File: src/rtl/uart_apb_master_pkg.sv
// Shared types for the UART APB master: transfer FSM state encoding.
package uart_apb_master_pkg;

  typedef enum logic [1:0] {
    StIdle   = 2'd0,
    StSetup  = 2'd1,
    StAccess = 2'd2,
    StResp   = 2'd3
  } apb_state_e;

endpackage

File: src/rtl/uart_apb_master_tmo.sv
// ACCESS wait-state counter for the UART APB master; built only when
// UART_APB_TIMEOUT_EN is defined.
module uart_apb_master_tmo #(
  parameter int unsigned TIMEOUT_CYC = 255
) (
  input  logic clk_i,
  input  logic rst_ni,
  input  logic clr_i,
  input  logic inc_i,
  output logic expired_o
);

  localparam int unsigned CntW = $clog2(TIMEOUT_CYC + 1);
  localparam logic [CntW-1:0] Limit = CntW'(TIMEOUT_CYC - 1);

  logic [CntW-1:0] cnt_q, cnt_d;

  always_comb begin
    cnt_d = cnt_q;
    if (clr_i) begin
      cnt_d = '0;
    end else if (inc_i) begin
      cnt_d = cnt_q + CntW'(1);
    end
  end

  always_ff @(posedge clk_i) begin
    if (!rst_ni) begin
      cnt_q <= '0;
    end else begin
      cnt_q <= cnt_d;
    end
  end

  // Look-ahead: this wait cycle is the one that brings the count to the limit.
  assign expired_o = inc_i && (cnt_q == Limit);

endmodule

File: src/rtl/uart_apb_master.sv
// APB requester: one valid/ready command becomes one SETUP/ACCESS transfer and one response.
// Optional ACCESS timeout is enabled by defining UART_APB_TIMEOUT_EN.
module uart_apb_master
  import uart_apb_master_pkg::*;
#(
  parameter int unsigned ADDR_W      = 32,
  parameter int unsigned DATA_W      = 32,
  parameter int unsigned TIMEOUT_CYC = 255
) (
  input  logic                pclk,
  input  logic                preset_n,
  input  logic                cmd_valid,
  output logic                cmd_ready,
  input  logic                cmd_write,
  input  logic [ADDR_W-1:0]   cmd_addr,
  input  logic [DATA_W-1:0]   cmd_wdata,
  input  logic [DATA_W/8-1:0] cmd_strb,
  output logic                rsp_valid,
  input  logic                rsp_ready,
  output logic [DATA_W-1:0]   rsp_rdata,
  output logic                rsp_err,
  output logic                psel,
  output logic                penable,
  output logic                pwrite,
  output logic [ADDR_W-1:0]   paddr,
  output logic [DATA_W-1:0]   pwdata,
  output logic [DATA_W/8-1:0] pstrb,
  input  logic [DATA_W-1:0]   prdata,
  input  logic                pready,
  input  logic                pslverr
);

  apb_state_e state_q, state_d;

  logic                write_q, write_d;
  logic [ADDR_W-1:0]   addr_q, addr_d;
  logic [DATA_W-1:0]   wdata_q, wdata_d;
  logic [DATA_W/8-1:0] strb_q, strb_d;
  logic [DATA_W-1:0]   rdata_q, rdata_d;
  logic                err_q, err_d;
  logic                tmo_expired;
  logic                on_bus;

`ifdef UART_APB_TIMEOUT_EN
  logic tmo_clr, tmo_inc;

  assign tmo_clr = (state_q == StSetup);
  assign tmo_inc = (state_q == StAccess) && !pready;

  uart_apb_master_tmo #(
    .TIMEOUT_CYC(TIMEOUT_CYC)
  ) u_tmo (
    .clk_i    (pclk),
    .rst_ni   (preset_n),
    .clr_i    (tmo_clr),
    .inc_i    (tmo_inc),
    .expired_o(tmo_expired)
  );
`else
  logic unused_tmo;
  assign unused_tmo  = (TIMEOUT_CYC == 0);
  assign tmo_expired = 1'b0;
`endif

  always_comb begin
    state_d = state_q;
    write_d = write_q;
    addr_d  = addr_q;
    wdata_d = wdata_q;
    strb_d  = strb_q;
    rdata_d = rdata_q;
    err_d   = err_q;
    unique case (state_q)
      StIdle: begin
        if (cmd_valid) begin
          write_d = cmd_write;
          addr_d  = cmd_addr;
          wdata_d = cmd_wdata;
          strb_d  = cmd_strb;
          state_d = StSetup;
        end
      end
      StSetup: state_d = StAccess;
      StAccess: begin
        // Normal completion takes priority over a timeout in the same cycle.
        if (pready) begin
          rdata_d = write_q ? '0 : prdata;
          err_d   = pslverr;
          state_d = StResp;
        end else if (tmo_expired) begin
          rdata_d = '0;
          err_d   = 1'b1;
          state_d = StResp;
        end
      end
      StResp: begin
        if (rsp_ready) begin
          state_d = StIdle;
        end
      end
      default: state_d = StIdle;
    endcase
  end

  always_ff @(posedge pclk) begin
    if (!preset_n) begin
      state_q <= StIdle;
      write_q <= 1'b0;
      addr_q  <= '0;
      wdata_q <= '0;
      strb_q  <= '0;
      rdata_q <= '0;
      err_q   <= 1'b0;
    end else begin
      state_q <= state_d;
      write_q <= write_d;
      addr_q  <= addr_d;
      wdata_q <= wdata_d;
      strb_q  <= strb_d;
      rdata_q <= rdata_d;
      err_q   <= err_d;
    end
  end

  assign on_bus    = (state_q == StSetup) || (state_q == StAccess);
  assign cmd_ready = (state_q == StIdle);
  assign psel      = on_bus;
  assign penable   = (state_q == StAccess);
  assign pwrite    = on_bus && write_q;
  assign paddr     = on_bus ? addr_q : '0;
  assign pwdata    = (on_bus && write_q) ? wdata_q : '0;
  assign pstrb     = (on_bus && write_q) ? strb_q : '0;
  assign rsp_valid = (state_q == StResp);
  assign rsp_rdata = rsp_valid ? rdata_q : '0;
  assign rsp_err   = rsp_valid && err_q;

endmodule

File: config.mk
export PLATFORM = sky130hd
export DESIGN_NAME = uart_apb_master
export DESIGN_NICKNAME = d
export VERILOG_FILES = /design/src/rtl/uart_apb_master_pkg.sv /design/src/rtl/uart_apb_master_tmo.sv /design/src/rtl/uart_apb_master.sv
export SDC_FILE = /design/constraint.sdc
export NUM_CORES = 1
export LEC_CHECK = 0
export CAP_MARGIN = 5
export CELL_PAD_IN_SITES_DETAIL_PLACEMENT = 1
export CELL_PAD_IN_SITES_GLOBAL_PLACEMENT = 1
export CORE_MARGIN = 4
export CORE_UTILIZATION = 32
export DETAILED_ROUTE_END_ITERATION = 16
export GPL_TIMING_DRIVEN = 0
export HOLD_SLACK_MARGIN = 0.06
export PLACE_DENSITY = 0.87
export SYNTH_ARGS = -nofsm -noshare
export SYNTH_HDL_FRONTEND = slang
export SYNTH_SLANG_ARGS = --single-unit
File: constraint.sdc
create_clock -name pclk -period 3.1 [get_ports pclk]
set_clock_uncertainty 0.05 [all_clocks]
set_input_delay 0.62 -clock pclk [delete_from_list [all_inputs] [get_ports pclk]]
set_output_delay 0.62 -clock pclk [all_outputs]
set_load 0.1 [all_outputs]
=== Yosys cells after proc, flatten, opt, wreduce, memory -nomap -nowiden ===
Cells that the tools add are included.

* Flip-flop bits (word level): 104
* Latch bits: 0
* Bits in writable memories: 0
* Bits in read-only memories: 0
* Output and inout port bits: 106
* Memories: 0

* Add/subtract/negate cells: 0
* $mul: 0
* Div/mod/pow operators: 0
* $lt $le $gt $ge: 0
* Eq/ne operators: 6
* Shift operators: 0
* Mux-type cells: 9
* Bitwise logic cells: 0
* Reductions and logical operators: 7

{| class="wikitable"
|+ Operator list
! cell !! count
|-
| $mux W32 || 4
|-
| $pmux W2 S4 || 1
|-
| $mux W2 || 3
|-
| $eq A2 B2 Y1 const B || 2
|-
| $mux W4 || 1
|-
| $ne A2 B1 Y1 const B || 2
|-
| $reduce_and A2 Y1 || 2
|-
| $reduce_and A3 Y1 || 1
|-
| $eq A2 B1 Y1 const B || 1
|-
| $logic_and A1 B1 Y1 || 2
|-
| $logic_not A2 Y1 || 1
|-
| $ne A2 B2 Y1 const B || 1
|-
| $logic_or A1 B1 Y1 || 1
|}

=== Logic depth before layout (Yosys ltp) ===
* Depth after elaboration: 4
* Depth in mapped cells: 8
* Gate-level depth less buffers: 5

=== Least setup slack after synthesis ===
No wires, ideal clock.

* Kind: register to output
* Start point: reg state_q[1]
* End point: out pstrb[0]
* Arrival time: 2.410 ns
* Slack: 0.020 ns
* Cell stages (with the launch flop): 5
* Cells stage by stage: dfxtp_1 > inv_1 > ha_1 > clkbuf_1 > and3_1

* Longest elaborated chain between the ends: 4
* Elaborated cells between the ends (all ways): 5
* Those cells by class: eq/ne (2); mux (1); reduce/logical (2)

{| class="wikitable"
|+ Ends and longest elaborated chain
! element !! RTL line !! source
|-
| from (decl) || uart_apb_master.sv:33 || <nowiki>apb_state_e state_q, state_d;</nowiki>
|-
| from (signal assigned) || uart_apb_master.sv:107 || <nowiki>state_q <= StIdle;</nowiki>
|-
| from (signal assigned) || uart_apb_master.sv:115 || <nowiki>state_q <= state_d;</nowiki>
|-
| $eq A2 B1 Y1 or $eq A2 B2 Y1 (tied branches) || uart_apb_master.sv:125 || <nowiki>assign on_bus = (state_q == StSetup) || (state_q == StAccess);</nowiki>
|-
| $logic_or A1 B1 Y1 * || uart_apb_master.sv:125 ||
|-
| net psel || uart_apb_master.sv:22 || <nowiki>output logic psel,</nowiki>
|-
| $logic_and A1 B1 Y1 * || uart_apb_master.sv:132 || <nowiki>assign pstrb = (on_bus && write_q) ? strb_q : '0;</nowiki>
|-
| $mux W4 * || uart_apb_master.sv:132 ||
|-
| to (decl) || uart_apb_master.sv:27 || <nowiki>output logic [DATA_W/8-1:0] pstrb,</nowiki>
|}

The timed path passes the listed nets; every way through them passes the cells marked *.

=== Final worst setup path ===
* Start point: reg state_q[1]
* End point: out rsp_valid

* Longest elaborated chain between the ends: 1

{| class="wikitable"
|+ Ends and longest elaborated chain
! element !! RTL line !! source
|-
| $eq A2 B2 Y1 || uart_apb_master.sv:133 || <nowiki>assign rsp_valid = (state_q == StResp);</nowiki>
|-
| to (decl) || uart_apb_master.sv:18 || <nowiki>output logic rsp_valid,</nowiki>
|}

No other way between the ends.

==> impl_metrics.ini <==
[route]
wl_met1_mm = 6.63
firstDrtPassIters = 4
routed_wl_mm = 17.1
wl_met2_mm = 8.57
drt.antenna.violating_nets = 0
drt-initial-drc-count = 135
viasPerCell = 4.90
vias = 4873
drc_errors = 0
post_drt_wl_per_cell_microns = 17.2
highest_layer = met4
wl_met3_mm = 1.55

[worst_setup_path]
cp.arrival_ns = 2.33
setup.worst_path.class = flip-flop to primary output
cp_max_fo = 8
cp.required_ns = 2.43
r2r-start = state_q[0]
cp-startpoint = state_q[1]
reg2reg_depth = 7
crit_path_end = rsp_valid
rr_endpoint = addr_q[3]
start_kind = flip-flop
critPathCaptureType = primary output
r2r_slack_ns = 1.29

[floorplan]
fp-row-count = 44
boundaryPins = 213
dieHeight_microns = 130
core_area_sq_mm = 0.0145
die_w_microns = 130
die_area_sq_mm = 0.0169
initial_core_util = 0.327

[grt]
overflow = 0
grt_pass1_vias = 5186
grt_first_pass_wirelength_mm = 26.2
grt_max_degree = 16
antenna_found_initial = 0
grt_use_total = 0.197

[final_layout]
final_cell_mix = nand2_1, clkdlybuf4s50_1, dfxtp_1
multi_input_area_sq_mm = 0.00243
final_common_cell = nand2_1
area_growth_syn_to_layout_pct = 49.7
seq_area_sq_mm = 0.00208
n_fill_cell = 1782
nets = 915
drive_gt1_frac = 0.165
diodes = 0

[synthesis]
syn_nets = 694
synth.avg_cell_area_sq_um = 8.15
syn_area_sq_mm = 0.00476
ys_seq_area_frac = 0.437
yosys.area.top_type = dfxtp_1
synth_seq_cells = 104
synth_area_leaders = dfxtp_1, a21boi_0, nand2_1
ys_warn_count = 0
synthCells = 584
netlist.area_leader.share = 0.437
synth_cell_types = 18

[pwr]
ir_drop_v = 0.000604
finalPower_uw = 5200
p_leak_uw = 0.00294
cellPowerDensity_mw_per_mm2 = 729

[sta]
worstMarginPinSlew_ns = 1.01
layout_setup_ws_ns = 0.102
drv_slew = 0
rsz0062_at_grt = false
fin_crit_sh = 0.967
hold_viol_final = 0
clock.fmax_ghz = 0.334
period_needed_ns = 3.00
relSlewSlack = 0.321
finalSetupViolations = 0

[clock_network]
clock_path_buffers = 2
clk_latency_ns = 0.34
root_buffer = clkbuf_16
cts_hold_buf = 0
cts_tree = built
clk_pin_slew_ns = 0.07
cts_made_buffers = 9
cts.sink_count = 104
cts_setup_buffers = 0
htreeDepth = 3

[hold_path]
hp-class = flip-flop to flip-flop
min_path_cells = 2

[placement]
dp_slack_ns = -0.435
dp_hpwl_mm = 13.3
numPortBuffers = 210
gp_congestion = 0.805

[status]
outcome = finished clean

[job]
maxCapViolations = 0
==> report_power, final <==
group	internal (uW)	total [uW]	switching, uW
clock network	636	1120	488
logic	606	2400	1790
registers	1560	1670	113
==> synth_stat cells (all sizes together) <==
cell type,instances
a21boi,102
a222oi,1
and2,67
and3,36
buf,18
clkbuf,36
dfxtp,104
ha,3
inv,5
mux2i,2
nand2,176
nand3,1
nand4b,32
o21ai,1
==> worst max-delay path: stages (launching register included) <==
cell	delay, ns
dfxtp_1	0.38
ha_1	0.39
clkdlybuf4s50_1	1.21
==> cell type report <==
| cell class | count | share of cell area |
|---|---|---|
| multi-input cells | 421 | 0.341 |
| plain buffers | 54 | 0.0328 |
| repair buffers | 210 | 0.257 |
| clock inverters | 1 | 0.00123 |
| clock buffers | 15 | 0.0404 |
| flip-flops and latches | 104 | 0.292 |
| well taps | 184 | 0.0323 |
| inverters | 5 | 0.00263 |
==> per-stage QoR <==
stage / hold WS, ns / instance area, sq um / utilization / instances / TNS, ns
global route: 0.429 / 7120 / 0.490 / 994 / 0
finish: 0.409 / 7120 / 0.490 / 994 / 0
floorplan: 0.380 / 4760 / - / 584 / 0
detailed placement: 0.402 / 7090 / 0.488 / 978 / -22.37
CTS: 0.411 / 7270 / 0.500 / 994 / 0
global placement: 0.390 / 7090 / 0.488 / 978 / -18.12
==> worst min path at each step <==
stage                 from     endpoint  slack [ns]
2_1_floorplan    addr_q[4]    addr_q[4]        0.38
3_3_place_gp     addr_q[4]    addr_q[4]        0.39
3_5_place_dp     addr_q[4]    addr_q[4]        0.40
4_1_cts          addr_q[4]    addr_q[4]        0.41
5_1_grt        wdata_q[30]  wdata_q[30]        0.43
6_report       rdata_q[17]  rdata_q[17]        0.41
==> cells by family after synthesis <==
kind of cell	Yosys count	share of synthesized area
AO/OA/AOI/OAI	104	0.164
multiplexers	2	0.00421
adder cells (fa/ha/maj)	3	0.00789
buffers and inverters	59	0.0523
AND/OR/NAND/NOR	312	0.334
flip-flops	104	0.437
==> flip-flops by register name (all words and copies together) (netlist names) <==
name	flops
wdata_q	32
rdata_q	32
state_q	2
write_q	1
addr_q	32
strb_q	4
err_q	1
==> metal layers <==
metal,GRT usage,vias to the layer above
li1,-,2365
met1,0.218,2321
met2,0.355,162
met3,0.0684,25
met4,0.0630,0
met5,0,-
==> timing repair <==
item                                   CTS  global route
gates resized for setup                394            56
endpoints found under the hold margin    0             0
setup endpoints to repair              103            46
Power figures use the tool's default switching activity.
